**src/rtl/k005297_pkg.sv**
```systemverilog
// Shared definitions for the k005297 host-bus arbiter: FSM encodings and widths.
package k005297_pkg;

    localparam int unsigned WORD_CNT_W = 8;
    localparam int unsigned STATE_W    = 3;

    typedef logic [STATE_W-1:0] state_t;

    localparam logic [2:0] ST_IDLE     = 3'd0;
    localparam logic [2:0] ST_REQ      = 3'd1;
    localparam logic [2:0] ST_BACKOFF  = 3'd2;
    localparam logic [2:0] ST_WAIT_REL = 3'd3;
    localparam logic [2:0] ST_OWN      = 3'd4;
    localparam logic [2:0] ST_RELEASE  = 3'd5;

endpackage

```
**src/rtl/k005297_busarbiter_if.sv**
```systemverilog
// Handshake/bus signal bundle between the arbiter, the DMA timing block and the 68000 bus.
interface k005297_busarbiter_if;
    import k005297_pkg::*;

    logic                  i_BR_START_n;
    logic                  i_DMA_WORD_END;
    logic                  i_DMA_END;
    logic                  i_CPU_BG_n;
    logic                  i_CPU_AS_n;
    logic                  i_CPU_BGACK_n;
    logic                  o_CPU_BR_n;
    logic                  o_CPU_BGACK_n;
    logic                  o_DMA_ACT;
    logic                  o_GRANT_TMO;
    logic [WORD_CNT_W-1:0] o_WORD_CNT;

    modport slave (
        input  i_BR_START_n, i_DMA_WORD_END, i_DMA_END, i_CPU_BG_n, i_CPU_AS_n, i_CPU_BGACK_n,
        output o_CPU_BR_n, o_CPU_BGACK_n, o_DMA_ACT, o_GRANT_TMO, o_WORD_CNT
    );

    modport master (
        output i_BR_START_n, i_DMA_WORD_END, i_DMA_END, i_CPU_BG_n, i_CPU_AS_n, i_CPU_BGACK_n,
        input  o_CPU_BR_n, o_CPU_BGACK_n, o_DMA_ACT, o_GRANT_TMO, o_WORD_CNT
    );

endinterface

```
**src/rtl/k005297_tickcnt.sv**
```systemverilog
// Tick-enabled up-counter with synchronous clear (priority) and terminal-count flag.
module k005297_tickcnt #(
    parameter int unsigned WIDTH = 8,
    parameter int unsigned TERM  = 1
) (
    input  logic clk,
    input  logic rst_n,
    input  logic i_tick,
    input  logic i_clr,
    input  logic i_inc,
    output logic o_tc_c
);

    logic [WIDTH-1:0] r_cnt;

    always_ff @(posedge clk or negedge rst_n) begin
        if (!rst_n) begin
            r_cnt <= '0;
        end else if (i_tick) begin
            if (i_clr) begin
                r_cnt <= '0;
            end else if (i_inc) begin
                r_cnt <= r_cnt + WIDTH'(1);
            end
        end
    end

    assign o_tc_c = (r_cnt == WIDTH'(TERM));

endmodule

```
**src/rtl/k005297_busarbiter.sv**
```systemverilog
// 68000 BR/BG/BGACK bus arbiter for the bubble DMA engine.
// Optional burst cap enabled by defining K005297_BUSARB_BURST_LIMIT_EN.
module k005297_busarbiter
    import k005297_pkg::*;
#(
    parameter int unsigned GRANT_TIMEOUT = 64,
    parameter int unsigned BACKOFF_LEN   = 4
`ifdef K005297_BUSARB_BURST_LIMIT_EN
    ,
    parameter int unsigned BURST_MAX     = 16
`endif
) (
    input  logic                   i_MCLK,
    input  logic                   i_SYS_RST_n,
    input  logic                   i_CLK4M_PCEN_n,
    k005297_busarbiter_if.slave    bus
);

    localparam int unsigned TMO_W = $clog2(GRANT_TIMEOUT + 1);
    localparam int unsigned BO_W  = $clog2(BACKOFF_LEN + 1);

    logic                  w_tick;
    logic                  r_bg_n;
    logic                  r_as_n;
    logic                  r_ext_bgack_n;
    state_t                r_state;
    state_t                w_state_nxt;
    logic                  r_br_n;
    logic                  r_bgack_n;
    logic                  r_dma_act;
    logic                  r_grant_tmo;
    logic [WORD_CNT_W-1:0] r_word_cnt;
    logic                  w_grant_tmo_nxt;
    logic [WORD_CNT_W-1:0] w_word_cnt_nxt;
    logic [WORD_CNT_W-1:0] w_word_cnt_inc;
    logic                  w_tmo_tc;
    logic                  w_bo_tc;

    assign w_tick         = ~i_CLK4M_PCEN_n;
    assign w_word_cnt_inc = r_word_cnt + WORD_CNT_W'(1);

    // One-tick synchroniser stage for the CPU-side bus signals
    always_ff @(posedge i_MCLK or negedge i_SYS_RST_n) begin
        if (!i_SYS_RST_n) begin
            r_bg_n        <= 1'b1;
            r_as_n        <= 1'b1;
            r_ext_bgack_n <= 1'b1;
        end else if (w_tick) begin
            r_bg_n        <= bus.i_CPU_BG_n;
            r_as_n        <= bus.i_CPU_AS_n;
            r_ext_bgack_n <= bus.i_CPU_BGACK_n;
        end
    end

    k005297_tickcnt #(.WIDTH(TMO_W), .TERM(GRANT_TIMEOUT - 1)) u_tmo_cnt (
        .clk    (i_MCLK),
        .rst_n  (i_SYS_RST_n),
        .i_tick (w_tick),
        .i_clr  (r_state != ST_REQ),
        .i_inc  (r_state == ST_REQ),
        .o_tc_c (w_tmo_tc)
    );

    k005297_tickcnt #(.WIDTH(BO_W), .TERM(BACKOFF_LEN - 1)) u_bo_cnt (
        .clk    (i_MCLK),
        .rst_n  (i_SYS_RST_n),
        .i_tick (w_tick),
        .i_clr  (r_state != ST_BACKOFF),
        .i_inc  (r_state == ST_BACKOFF),
        .o_tc_c (w_bo_tc)
    );

    always_comb begin
        w_state_nxt     = r_state;
        w_grant_tmo_nxt = 1'b0;
        w_word_cnt_nxt  = r_word_cnt;
        case (r_state)
            ST_IDLE: begin
                if (!bus.i_BR_START_n) w_state_nxt = ST_REQ;
            end
            ST_REQ: begin
                if (!r_bg_n) begin
                    w_state_nxt = ST_WAIT_REL;
                end else if (bus.i_BR_START_n) begin
                    w_state_nxt = ST_IDLE;
                end else if (w_tmo_tc) begin
                    w_grant_tmo_nxt = 1'b1;
                    w_state_nxt     = ST_BACKOFF;
                end
            end
            ST_BACKOFF: begin
                if (w_bo_tc) w_state_nxt = bus.i_BR_START_n ? ST_IDLE : ST_REQ;
            end
            ST_WAIT_REL: begin
                if (r_as_n && r_ext_bgack_n) w_state_nxt = ST_OWN;
            end
            ST_OWN: begin
                if (bus.i_DMA_WORD_END && (r_word_cnt != '1)) w_word_cnt_nxt = w_word_cnt_inc;
                if (bus.i_DMA_END) begin
                    w_state_nxt = ST_RELEASE;
`ifdef K005297_BUSARB_BURST_LIMIT_EN
                end else if (bus.i_DMA_WORD_END && (w_word_cnt_inc == WORD_CNT_W'(BURST_MAX))) begin
                    w_state_nxt = ST_RELEASE;
`endif
                end
            end
            ST_RELEASE: w_state_nxt = ST_IDLE;
            default:    w_state_nxt = ST_IDLE;
        endcase
        // Word count is per ownership; leaving OWN always zeroes it
        if (w_state_nxt == ST_RELEASE) w_word_cnt_nxt = '0;
    end

    always_ff @(posedge i_MCLK or negedge i_SYS_RST_n) begin
        if (!i_SYS_RST_n) begin
            r_state     <= ST_IDLE;
            r_br_n      <= 1'b1;
            r_bgack_n   <= 1'b1;
            r_dma_act   <= 1'b0;
            r_grant_tmo <= 1'b0;
            r_word_cnt  <= '0;
        end else if (w_tick) begin
            r_state     <= w_state_nxt;
            r_br_n      <= !((w_state_nxt == ST_REQ) || (w_state_nxt == ST_WAIT_REL));
            r_bgack_n   <= (w_state_nxt != ST_OWN);
            r_dma_act   <= (w_state_nxt == ST_OWN);
            r_grant_tmo <= w_grant_tmo_nxt;
            r_word_cnt  <= w_word_cnt_nxt;
        end
    end

    assign bus.o_CPU_BR_n    = r_br_n;
    assign bus.o_CPU_BGACK_n = r_bgack_n;
    assign bus.o_DMA_ACT     = r_dma_act;
    assign bus.o_GRANT_TMO   = r_grant_tmo;
    assign bus.o_WORD_CNT    = r_word_cnt;

endmodule

```
**src/flat_wrapper.sv**
```systemverilog
// flat-port wrapper written by rule: the top's interface ports become plain ports
module k005297_busarbiter_flat import k005297_pkg::*;
#(
    parameter int unsigned GRANT_TIMEOUT = 64,
    parameter int unsigned BACKOFF_LEN   = 4

)
  (i_MCLK, i_SYS_RST_n, i_CLK4M_PCEN_n, bus_i_BR_START_n, bus_i_DMA_WORD_END, bus_i_DMA_END, bus_i_CPU_BG_n, bus_i_CPU_AS_n, bus_i_CPU_BGACK_n, bus_o_CPU_BR_n, bus_o_CPU_BGACK_n, bus_o_DMA_ACT, bus_o_GRANT_TMO, bus_o_WORD_CNT);
  k005297_busarbiter_if bus_i ();
  input  logic i_MCLK;
  input  logic i_SYS_RST_n;
  input  logic i_CLK4M_PCEN_n;
  input wire logic [$bits(bus_i.i_BR_START_n)-1:0] bus_i_BR_START_n;
  input wire logic [$bits(bus_i.i_DMA_WORD_END)-1:0] bus_i_DMA_WORD_END;
  input wire logic [$bits(bus_i.i_DMA_END)-1:0] bus_i_DMA_END;
  input wire logic [$bits(bus_i.i_CPU_BG_n)-1:0] bus_i_CPU_BG_n;
  input wire logic [$bits(bus_i.i_CPU_AS_n)-1:0] bus_i_CPU_AS_n;
  input wire logic [$bits(bus_i.i_CPU_BGACK_n)-1:0] bus_i_CPU_BGACK_n;
  output wire logic [$bits(bus_i.o_CPU_BR_n)-1:0] bus_o_CPU_BR_n;
  output wire logic [$bits(bus_i.o_CPU_BGACK_n)-1:0] bus_o_CPU_BGACK_n;
  output wire logic [$bits(bus_i.o_DMA_ACT)-1:0] bus_o_DMA_ACT;
  output wire logic [$bits(bus_i.o_GRANT_TMO)-1:0] bus_o_GRANT_TMO;
  output wire logic [$bits(bus_i.o_WORD_CNT)-1:0] bus_o_WORD_CNT;
  assign bus_i.i_BR_START_n = bus_i_BR_START_n;
  assign bus_i.i_DMA_WORD_END = bus_i_DMA_WORD_END;
  assign bus_i.i_DMA_END = bus_i_DMA_END;
  assign bus_i.i_CPU_BG_n = bus_i_CPU_BG_n;
  assign bus_i.i_CPU_AS_n = bus_i_CPU_AS_n;
  assign bus_i.i_CPU_BGACK_n = bus_i_CPU_BGACK_n;
  assign bus_o_CPU_BR_n = bus_i.o_CPU_BR_n;
  assign bus_o_CPU_BGACK_n = bus_i.o_CPU_BGACK_n;
  assign bus_o_DMA_ACT = bus_i.o_DMA_ACT;
  assign bus_o_GRANT_TMO = bus_i.o_GRANT_TMO;
  assign bus_o_WORD_CNT = bus_i.o_WORD_CNT;
  k005297_busarbiter #(.GRANT_TIMEOUT(GRANT_TIMEOUT), .BACKOFF_LEN(BACKOFF_LEN)) u_core (.i_MCLK(i_MCLK), .i_SYS_RST_n(i_SYS_RST_n), .i_CLK4M_PCEN_n(i_CLK4M_PCEN_n), .bus(bus_i));
endmodule
```
**config.mk**
```make
export PLATFORM = sky130hd
export DESIGN_NAME = k005297_busarbiter_flat
export DESIGN_NICKNAME = d
export VERILOG_FILES = /design/src/rtl/k005297_pkg.sv /design/src/rtl/k005297_busarbiter_if.sv /design/src/rtl/k005297_tickcnt.sv /design/src/rtl/k005297_busarbiter.sv /design/src/flat_wrapper.sv
export SDC_FILE = /design/constraint.sdc
export NUM_CORES = 1
export LEC_CHECK = 0
export ABC_CLOCK_PERIOD_IN_PS = 2000
export CORE_ASPECT_RATIO = 0.7
export CORE_MARGIN = 2
export CORE_UTILIZATION = 54
export DETAILED_ROUTE_END_ITERATION = 10
export GPL_TIMING_DRIVEN = 0
export PLACE_DENSITY = 0.79
export SLEW_MARGIN = 0
export SYNTH_ARGS = -nofsm -noshare
export SYNTH_HDL_FRONTEND = slang
export SYNTH_SLANG_ARGS = --single-unit
```
**constraint.sdc**
```tcl
create_clock -name i_MCLK -period 2 [get_ports i_MCLK]
set_input_delay 0.4 -clock i_MCLK [delete_from_list [all_inputs] [get_ports i_MCLK]]
set_output_delay 0.4 -clock i_MCLK [all_outputs]
set_load 0.01 [all_outputs]
```
==> impl_metrics.toml, run 1 <==
[run_status]
status = "finished, final reports clean"

[clock_tree]
cts_tree = "built"
ctsHtreeMaxLevel = 1
cts.clk_slew.worst_paths_ps = 90
post_cts_buffers = 0
clk_latency_ps = 270
cts.sinks = 28
ctsHoldBuffers = 0
cts-root-buf = "clkbuf_8"
clockBufferDepth = 2
cts_buffers = 3
cts-resized-gates = 0

[critical_path]
crit_required_ps = 2170
r2r_setup_slack_ps = 230
path_buf_inv = 0
critPathCaptureType = "register"
critical_path_class = "reg2reg"
reg2reg_from = "u_core.bus.o_WORD_CNT[0]$_DFFE_PN0P_"
worst_path_max_delay_cell = "dfrtp_1"
path_depth = 5
cpLargestDelayFamily = "compound AO/OA/AOI/OAI gates"
cp_cell_sequence = "ha_1 -> nand3_4 -> o21ai_4 -> a21o_4 -> mux2_4"
crit_start = "u_core.bus.o_WORD_CNT[0]$_DFFE_PN0P_"
cp-start-kind = "register"
cp.arrival_ps = 1930
critPathMaxFanout = 8
slowest_delay_ps = 440
r2r_end = "u_core.bus.o_WORD_CNT[1]$_DFFE_PN0P_"
r2r_cells = 5

[grt]
grt_pass1_wl_um = 5506
grt_use_total_pct = 21.40
first_global_vias = 1178
grt_max_degree = 29
antenna_found_initial = 0
gr-total-overflow = 0

[cells_and_area]
final_cells = 213
area_growth_syn_to_layout_pct = 17.85
finalNetCount = 191
antenna_cells = 0
final_util_pct = 66.50
drive_gt1_share_pct = 19.21

[die]
dieHeight_um = 49.12
rows = 16
io_pins = 21
die_w_um = 68.45
start_util_pct = 56.43
core_area_um2 = 2783
dieArea_um2 = 3362

[route]
detail-route-antenna-nets = 0
dr.first_iter.drc_count = 111
wl_um = 3149
dr.pass1.iters = 4
routed_via_density = 5.742
num_vias = 1223
drc = 0
wl_per_cell_um = 14.78

[hold_path]
min_path_cells = 2
hold_end = "u_core.u_bo_cnt.r_cnt[2]$_DFFE_PN0N_"
hp-start = "u_core.u_bo_cnt.r_cnt[2]$_DFFE_PN0N_"
min_path_type = "reg2reg"

[timing]
rsz0062_at_grt = "false"
period_share_pct = 88.34
slew_violations = 0
timing.clock.skew_ps = 13.50
setup_slack_ps = 233.2
setup_viol = 0
finalHoldViolCount = 0
fmax_ghz = 0.5660
fin_setup_tns_ps = 0
tightest_slew_ps = 1216
layout_min_cycle_time_ps = 1767
slew_headroom_pct = 18.71

[place]
routabilityCongestion = 0.8679
dp_cells = 209
pre_cts_ws_ps = 99.54
numPortBuffers = 19
hpwl_um = 2357

[yosys]
ys_seq_area_share_pct = 45.02
syn_nets = 167
yosysWarnings = 0
syn_inst = 154
syn-cell-area_um2 = 1570
yosysMostFrequentCell = "dfrtp_1"
synth_common_cells = "dfrtp_1, nand2_1, o21ai_0"
ys_ff_latch = 28
synthTopCellsByArea = "dfrtp_1, dfstp_2, o21ai_0, nand2_1, ha_1"
async_reset_ff_share_pct = 100.0
synth_edf_count = 0
yosysTopAreaCellShare_pct = 36.65
syn_area_per_cell_um2 = 10.20
synth_flop_cell = "dfrtp_1"
synth_top_area_cell = "dfrtp_1"
synth.distinct_cells = 51

[flow_run]
drv_cap = 0

[power_and_ir_drop]
finalPower_mw = 1.685
power_density_nw_per_um2 = 910.3
vdd_drop_max_uv = 710.7
leakage_nw = 0.7674
==> flip-flops by register name, summed over array words and instances (netlist names) <==
register                  cells
u_core.bus.o_WORD_CNT         8
u_core.u_tmo_cnt.r_cnt        7
u_core.r_state                3
u_core.u_bo_cnt.r_cnt         3
u_core.bus.o_CPU_BGACK_n      1
u_core.bus.o_CPU_BR_n         1
u_core.bus.o_DMA_ACT          1
u_core.bus.o_GRANT_TMO        1
u_core.r_as_n                 1
u_core.r_bg_n                 1
u_core.r_ext_bgack_n          1
==> per-layer routing <==
layer,global-route usage (%),routed length (µm),part of all wire (%)
met1,32.73,1587,50
met2,31.41,1384,44
met3,5.081,162,5.1
met4,3.000,15,0.48
met5,0,0,0
==> placed cells by master (no fill, tap or decap), drive strengths merged, types with 2 or more instances in the layout <==
cell type / instances
nand3: 8
and3: 2
dfrtp: 23
a21oi: 4
dfstp: 5
ha: 4
nor3: 8
o22a: 6
nor2: 10
buf: 4
inv: 6
and2: 3
nor4: 3
o21ai: 17
a21o: 3
clkdlybuf4s50: 19
mux2: 4
nand2: 19
o31ai: 3
clkbuf: 6
nand4: 3
==> worst max path at each step <==
stage / to / slack [ps]
floorplan: u_core.bus.o_WORD_CNT[1]$_DFFE_PN0P_ / 360
global placement: u_core.bus.o_WORD_CNT[1]$_DFFE_PN0P_ / 150
detailed placement: u_core.bus.o_WORD_CNT[1]$_DFFE_PN0P_ / 100
CTS: bus_o_WORD_CNT[3] / 240
global route: u_core.bus.o_WORD_CNT[1]$_DFFE_PN0P_ / 110
finish: u_core.bus.o_WORD_CNT[1]$_DFFE_PN0P_ / 230
==> final cells by class <==
cell class / instances / area, µm²
multi-input combinational: 113 / 789.5
sequential: 28 / 706.9
tap: 36 / 45.04
fill: 233 / 932.1
timing repair buffer: 19 / 190.2
buffer: 6 / 46.29
inverter: 7 / 27.53
clock buffer: 4 / 45.04
==> cell families after synthesis <==
family / Yosys count / synth area share, %
AOI/OAI and AO/OA: 41 / 18.97
xor gates and xnor gates: 2 / 1.116
adders and majority gates: 4 / 3.187
buffers and inverters: 13 / 4.701
DFF: 28 / 45.02
muxes: 4 / 3.107
and+or+nand+nor: 62 / 23.91
==> metrics by stage <==
step / instance area (µm²) / hold WS, ps
floorplan: 1570 / 104.4
global placement: 1805 / 462.3
detailed placement: 1805 / 479.0
CTS: 1851 / 499.0
global route: 1851 / 531.2
finish: 1851 / 495.8
==> worst min-delay path: cells and delay by family, from the launching register on <==
family,cells,cell delay [ps]
AO/OA/AOI/OAI,1,60
flip-flops,1,350
AND/OR/NAND/NOR,1,50
==> power breakdown <==
group | total [mW] | leakage [nW] | switching [mW] | internal (mW)
registers | 0.747 | 0.365 | 0.0762 | 0.671
clock network | 0.304 | 0.0228 | 0.162 | 0.143
logic | 0.633 | 0.380 | 0.331 | 0.302
total | 1.68 | 0.767 | 0.569 | 1.12
No activity file was read; power rests on OpenSTA's default activity.
==> run 2, diff against run 1 <==
--- a/config.mk
+++ b/config.mk
@@ -7,7 +7,7 @@
 export LEC_CHECK = 0
 export ABC_CLOCK_PERIOD_IN_PS = 2000
 export CORE_ASPECT_RATIO = 0.7
-export CORE_MARGIN = 2
+export CORE_MARGIN = 4
 export CORE_UTILIZATION = 54
 export DETAILED_ROUTE_END_ITERATION = 10
 export GPL_TIMING_DRIVEN = 0
==> run 2 against run 1 <==
Net effect:
- sequential cell count unchanged
- final cell count unchanged
- final area rose by 0.27%
- first-iteration DRC count is 6.3% lower
- global-route usage shrank 2.4 points
- clock power rose by 11%
- utilization increased by 0.18 points
- fmax hardly changed
- sequential share of layout area down 0.10 points
- largest cell class unchanged
- highest routed layer unchanged
==> impl_metrics.toml, run 2 (synthesis gave the netlist of run 1 again) <==
[place]
routabilityCongestion = 0.8506
numPortBuffers = 19
hpwl_um = 2443
placed_cell_area_um2 = 1805

[cells_and_area]
nFillCells = 224
layout_common_cells = "dfrtp_1, nand2_1, clkdlybuf4s50_1"
layout_commonest_cell = "dfrtp_1"
area_growth_syn_to_layout_pct = 18.17
drive_gt1_share_pct = 20.34
stdcell_area_um2 = 1856
finalNetCount = 191
largest_reg_flops = 8
seq_area_um2 = 706.9
multiInputGateArea_um2 = 789.5
antenna_cells = 0

[power_and_ir_drop]
power_density_nw_per_um2 = 925.9
leakage_nw = 0.7734
vdd_drop_max_uv = 788.6

[route]
dr.pass1.iters = 4
detail-route-antenna-nets = 0
routed_via_density = 5.845
wl_um = 3182
dr.first_iter.drc_count = 104
drc = 0
num_vias = 1245
wl_per_cell_um = 14.94

[critical_path]
cp-start-kind = "register"
critPathCaptureType = "register"
crit_required_ps = 2160
cp.arrival_ps = 1930
slowest_delay_ps = 440
critical_path_class = "reg2reg"
critPathMaxFanout = 8
cp_cell_sequence = "ha_1 -> nand3_4 -> o21ai_4 -> a21o_4 -> mux2_4"
worst_path_max_delay_cell = "dfrtp_1"

[clock_tree]
cts-root-buf = "clkbuf_8"
cts_buffers = 3
cts_tree = "built"
clockBufferDepth = 2
ctsHoldBuffers = 0
cts.clk_slew.worst_paths_ps = 90
clk_latency_ps = 270
post_cts_buffers = 0
cts-resized-gates = 0
cts.sinks = 28
ctsHtreeMaxLevel = 1

[grt]
grt_use_total_pct = 19.00
grt_pass1_wl_um = 5589
first_global_vias = 1161
antenna_found_initial = 0
gr-total-overflow = 0
grt_max_degree = 29

[timing]
fin_setup_tns_ps = 0
layout_min_cycle_time_ps = 1766
tightest_slew_ps = 608.4
fmax_ghz = 0.5663
setup_viol = 0
rsz0062_at_grt = "false"
slew_headroom_pct = 59.44
finalHoldViolCount = 0
period_share_pct = 88.29
timing.clock.skew_ps = 8.169
slew_violations = 0

[die]
dieHeight_um = 53.12
dieArea_um2 = 3848
io_pins = 21
start_util_pct = 56.43
rows = 16
die_w_um = 72.45
core_area_um2 = 2783

[run_status]
status = "finished, final reports clean"

[hold_path]
min_path_type = "in2async"

[flow_run]
drv_cap = 0
[run 2: cell count changes in the layout (fill, tap and decap cells not counted)]
| cell | delta |
|---|---|
| clkbuf_1 | -1 |
| buf_2 | +1 |
| clkdlybuf4s50_1 | -1 |
| clkbuf_8 | +1 |
[run 2: final cells by class]
| class | instances | share of cell area [%] |
|---|---|---|
| flip-flops and latches | 28 | 38.10 |
| well taps | 36 | 2.428 |
| plain buffers | 6 | 2.495 |
| clock buffers | 4 | 2.967 |
| multi-input cells | 113 | 42.55 |
| inverters | 7 | 1.483 |
| repair buffers | 19 | 9.980 |
[run 2: power breakdown]
part / total, mW / leakage (nW) / internal, mW / switching (mW)
Combinational: 0.630 / 0.380 / 0.302 / 0.328
Sequential: 0.752 / 0.365 / 0.671 / 0.0805
Clock: 0.337 / 0.0288 / 0.176 / 0.161
Total: 1.72 / 0.773 / 1.15 / 0.569
[run 2: final timing paths]
| path | slack [ps] | cells past startpoint | to | startpoint |
|---|---|---|---|---|
| setup reg to reg | 230 | 5 | u_core.bus.o_WORD_CNT[1]$_DFFE_PN0P_ | u_core.bus.o_WORD_CNT[0]$_DFFE_PN0P_ |
| min in group i_MCLK | 490 | 2 | u_core.u_bo_cnt.r_cnt[2]$_DFFE_PN0N_ | u_core.u_bo_cnt.r_cnt[2]$_DFFE_PN0N_ |
| max in group asynchronous | 1470 | 1 | u_core.r_state[2]$_DFFE_PN0N_ | i_SYS_RST_n |
| hold / removal | 130 | 1 | u_core.u_tmo_cnt.r_cnt[3]$_DFFE_PN0N_ | i_SYS_RST_n |
| setup / recovery | 230 | 5 | u_core.bus.o_WORD_CNT[1]$_DFFE_PN0P_ | u_core.bus.o_WORD_CNT[0]$_DFFE_PN0P_ |
| hold reg to reg | 490 | 2 | u_core.u_bo_cnt.r_cnt[2]$_DFFE_PN0N_ | u_core.u_bo_cnt.r_cnt[2]$_DFFE_PN0N_ |
[run 2: per-layer routing]
layer / routed length [µm] / GRT usage [%]
met2: 1330 / 27.79
met1: 1553 / 26.81
met5: 0 / 0
met4: 52 / 5.521
met3: 247 / 6.072
[run 2: per-stage QoR]
stage               utilization (%)  worst slack (ps)  hold WS (ps)  cells  power (mW)
floorplan                         -             364.9         104.4    154       1.184
global placement              64.88             161.7         462.9    209       1.369
detailed placement            64.88             111.3         475.4    209       1.385
CTS                           66.86             242.9         494.9    213       1.738
global route                  66.68             162.5         167.4    213       1.842
finish                        66.68             234.3         128.3    213       1.718
[run 2: worst max-delay path, delay by kind of cell, from the launching register on]
kind	cells	cell delay, ps
muxes	1	300
and+or+nand+nor	1	130
adders and majority gates	1	280
AOI/OAI and AO/OA	2	500
DFF	1	440
==> run 3, diff against run 2 <==
--- a/config.mk
+++ b/config.mk
@@ -12,6 +12,7 @@
 export DETAILED_ROUTE_END_ITERATION = 10
 export GPL_TIMING_DRIVEN = 0
 export PLACE_DENSITY = 0.79
+export SETUP_SLACK_MARGIN = 0.2
 export SLEW_MARGIN = 0
 export SYNTH_ARGS = -nofsm -noshare
 export SYNTH_HDL_FRONTEND = slang
==> run 3 against run 2 <==
Net effect:
- sequential share of layout area about the same
- die area unchanged
- register-to-register slack better by 20 ps
- final area is essentially flat
- global-route usage is the same
- final cell count did not move
- utilization about the same
- first-iteration DRC count fell by 1.9%
- largest power group unchanged
- highest routed layer unchanged
==> impl_metrics.toml, run 3 (synthesis gave the netlist of run 1 again) <==
[cells_and_area]
multiInputGateArea_um2 = 789.5
layout_commonest_cell = "dfrtp_1"
layout_common_cells = "dfrtp_1, nand2_1, clkdlybuf4s50_1"
largest_reg_flops = 8
area_growth_syn_to_layout_pct = 18.25
antenna_cells = 0
nFillCells = 223
drive_gt1_share_pct = 20.90
seq_area_um2 = 708.2
finalNetCount = 191

[clock_tree]
cts.sinks = 28
cts_buffers = 3
cts-root-buf = "clkbuf_8"
cts-resized-gates = 0
cts_tree = "built"
clockBufferDepth = 2
clk_latency_ps = 270
ctsHoldBuffers = 0
cts.clk_slew.worst_paths_ps = 90
post_cts_buffers = 0
ctsHtreeMaxLevel = 1

[place]
numPortBuffers = 19
routabilityCongestion = 0.8506
hpwl_um = 2443

[route]
routed_via_density = 5.854
drc = 0
wl_um = 3177
detail-route-antenna-nets = 0
num_vias = 1247
wl_per_cell_um = 14.92
dr.first_iter.drc_count = 102
dr.pass1.iters = 4

[power_and_ir_drop]
finalPower_mw = 1.718
leakage_nw = 0.7717
vdd_drop_max_uv = 786.9
power_density_nw_per_um2 = 925.1

[critical_path]
critPathMaxFanout = 2
critical_path_class = "reg2out"
path_buf_inv = 1
crit_required_ps = 1600
cpLargestDelayFamily = "flip-flops"
cp.arrival_ps = 1340
worst_path_max_delay_cell = "dfstp_2"
cp_cell_sequence = "clkdlybuf4s50_1"
critPathCaptureType = "output port"
cp-start-kind = "register"
slowest_delay_ps = 550

[grt]
grt_max_degree = 29
first_global_vias = 1161
grt_pass1_wl_um = 5589
gr-total-overflow = 0
grt_use_total_pct = 19.00
antenna_found_initial = 0

[timing]
timing.clock.skew_ps = 8.661
fin_setup_tns_ps = 0
tightest_slew_ps = 609.4
period_share_pct = 87.12
finalHoldViolCount = 0
setup_viol = 0
layout_min_cycle_time_ps = 1742
slew_violations = 0
slew_headroom_pct = 59.37
fmax_ghz = 0.5739
rsz0062_at_grt = "true"

[die]
io_pins = 21
dieHeight_um = 53.12
dieArea_um2 = 3848
core_area_um2 = 2783
die_w_um = 72.45
rows = 16
start_util_pct = 56.43

[run_status]
status = "finished, final reports clean"

[hold_path]
min_path_type = "in2async"

[flow_run]
drv_cap = 0
-- run 3: path summary, 6_finish.rpt --
kind | startpoint | to | slack, ps | cells past startpoint
min reg2reg | u_core.u_bo_cnt.r_cnt[2]$_DFFE_PN0N_ | u_core.u_bo_cnt.r_cnt[2]$_DFFE_PN0N_ | 500 | 2
min | i_SYS_RST_n | u_core.u_tmo_cnt.r_cnt[3]$_DFFE_PN0N_ | 130 | 1
max | u_core.bus.o_CPU_BGACK_n$_DFFE_PN1N_ | bus_o_CPU_BGACK_n | 260 | 1
min in group i_MCLK | u_core.u_bo_cnt.r_cnt[2]$_DFFE_PN0N_ | u_core.u_bo_cnt.r_cnt[2]$_DFFE_PN0N_ | 500 | 2
max in group asynchronous | i_SYS_RST_n | u_core.bus.o_WORD_CNT[3]$_DFFE_PN0P_ | 1440 | 1
max reg2reg | u_core.bus.o_WORD_CNT[0]$_DFFE_PN0P_ | u_core.bus.o_WORD_CNT[1]$_DFFE_PN0P_ | 260 | 5
-- run 3: final cells by class --
| class | count | share of cell area, % |
|---|---|---|
| clock buffer | 4 | 2.965 |
| tap | 36 | 2.426 |
| timing repair buffer | 19 | 9.973 |
| multi-input combinational | 113 | 42.52 |
| inverter | 7 | 1.482 |
| buffer | 6 | 2.493 |
| sequential | 28 | 38.14 |
-- run 3: power by group --
part           leakage (nW)  switching (mW)  total, mW  internal (mW)
logic                 0.380           0.327      0.629          0.302
registers             0.363          0.0804      0.752          0.671
clock network        0.0288           0.162      0.338          0.176
total                 0.772           0.569       1.72           1.15
-- run 3: metal layers --
layer / part of all wire (%) / track usage [%]
met1: 49 / 26.81
met3: 6.6 / 6.072
met5: 0 / 0
met2: 42 / 27.79
met4: 1.6 / 5.521
-- run 3: stage by stage --
step	hold WS [ps]	util (%)	setup slack [ps]	std cells	cell area, µm²
CTS	494.9	66.86	242.9	213	1861
global placement	462.9	64.88	161.7	209	1805
finish	127.6	66.73	257.7	213	1857
detailed placement	475.4	64.88	111.3	209	1805
global route	167.3	66.73	186.9	213	1857
floorplan	104.4	-	364.9	154	1570
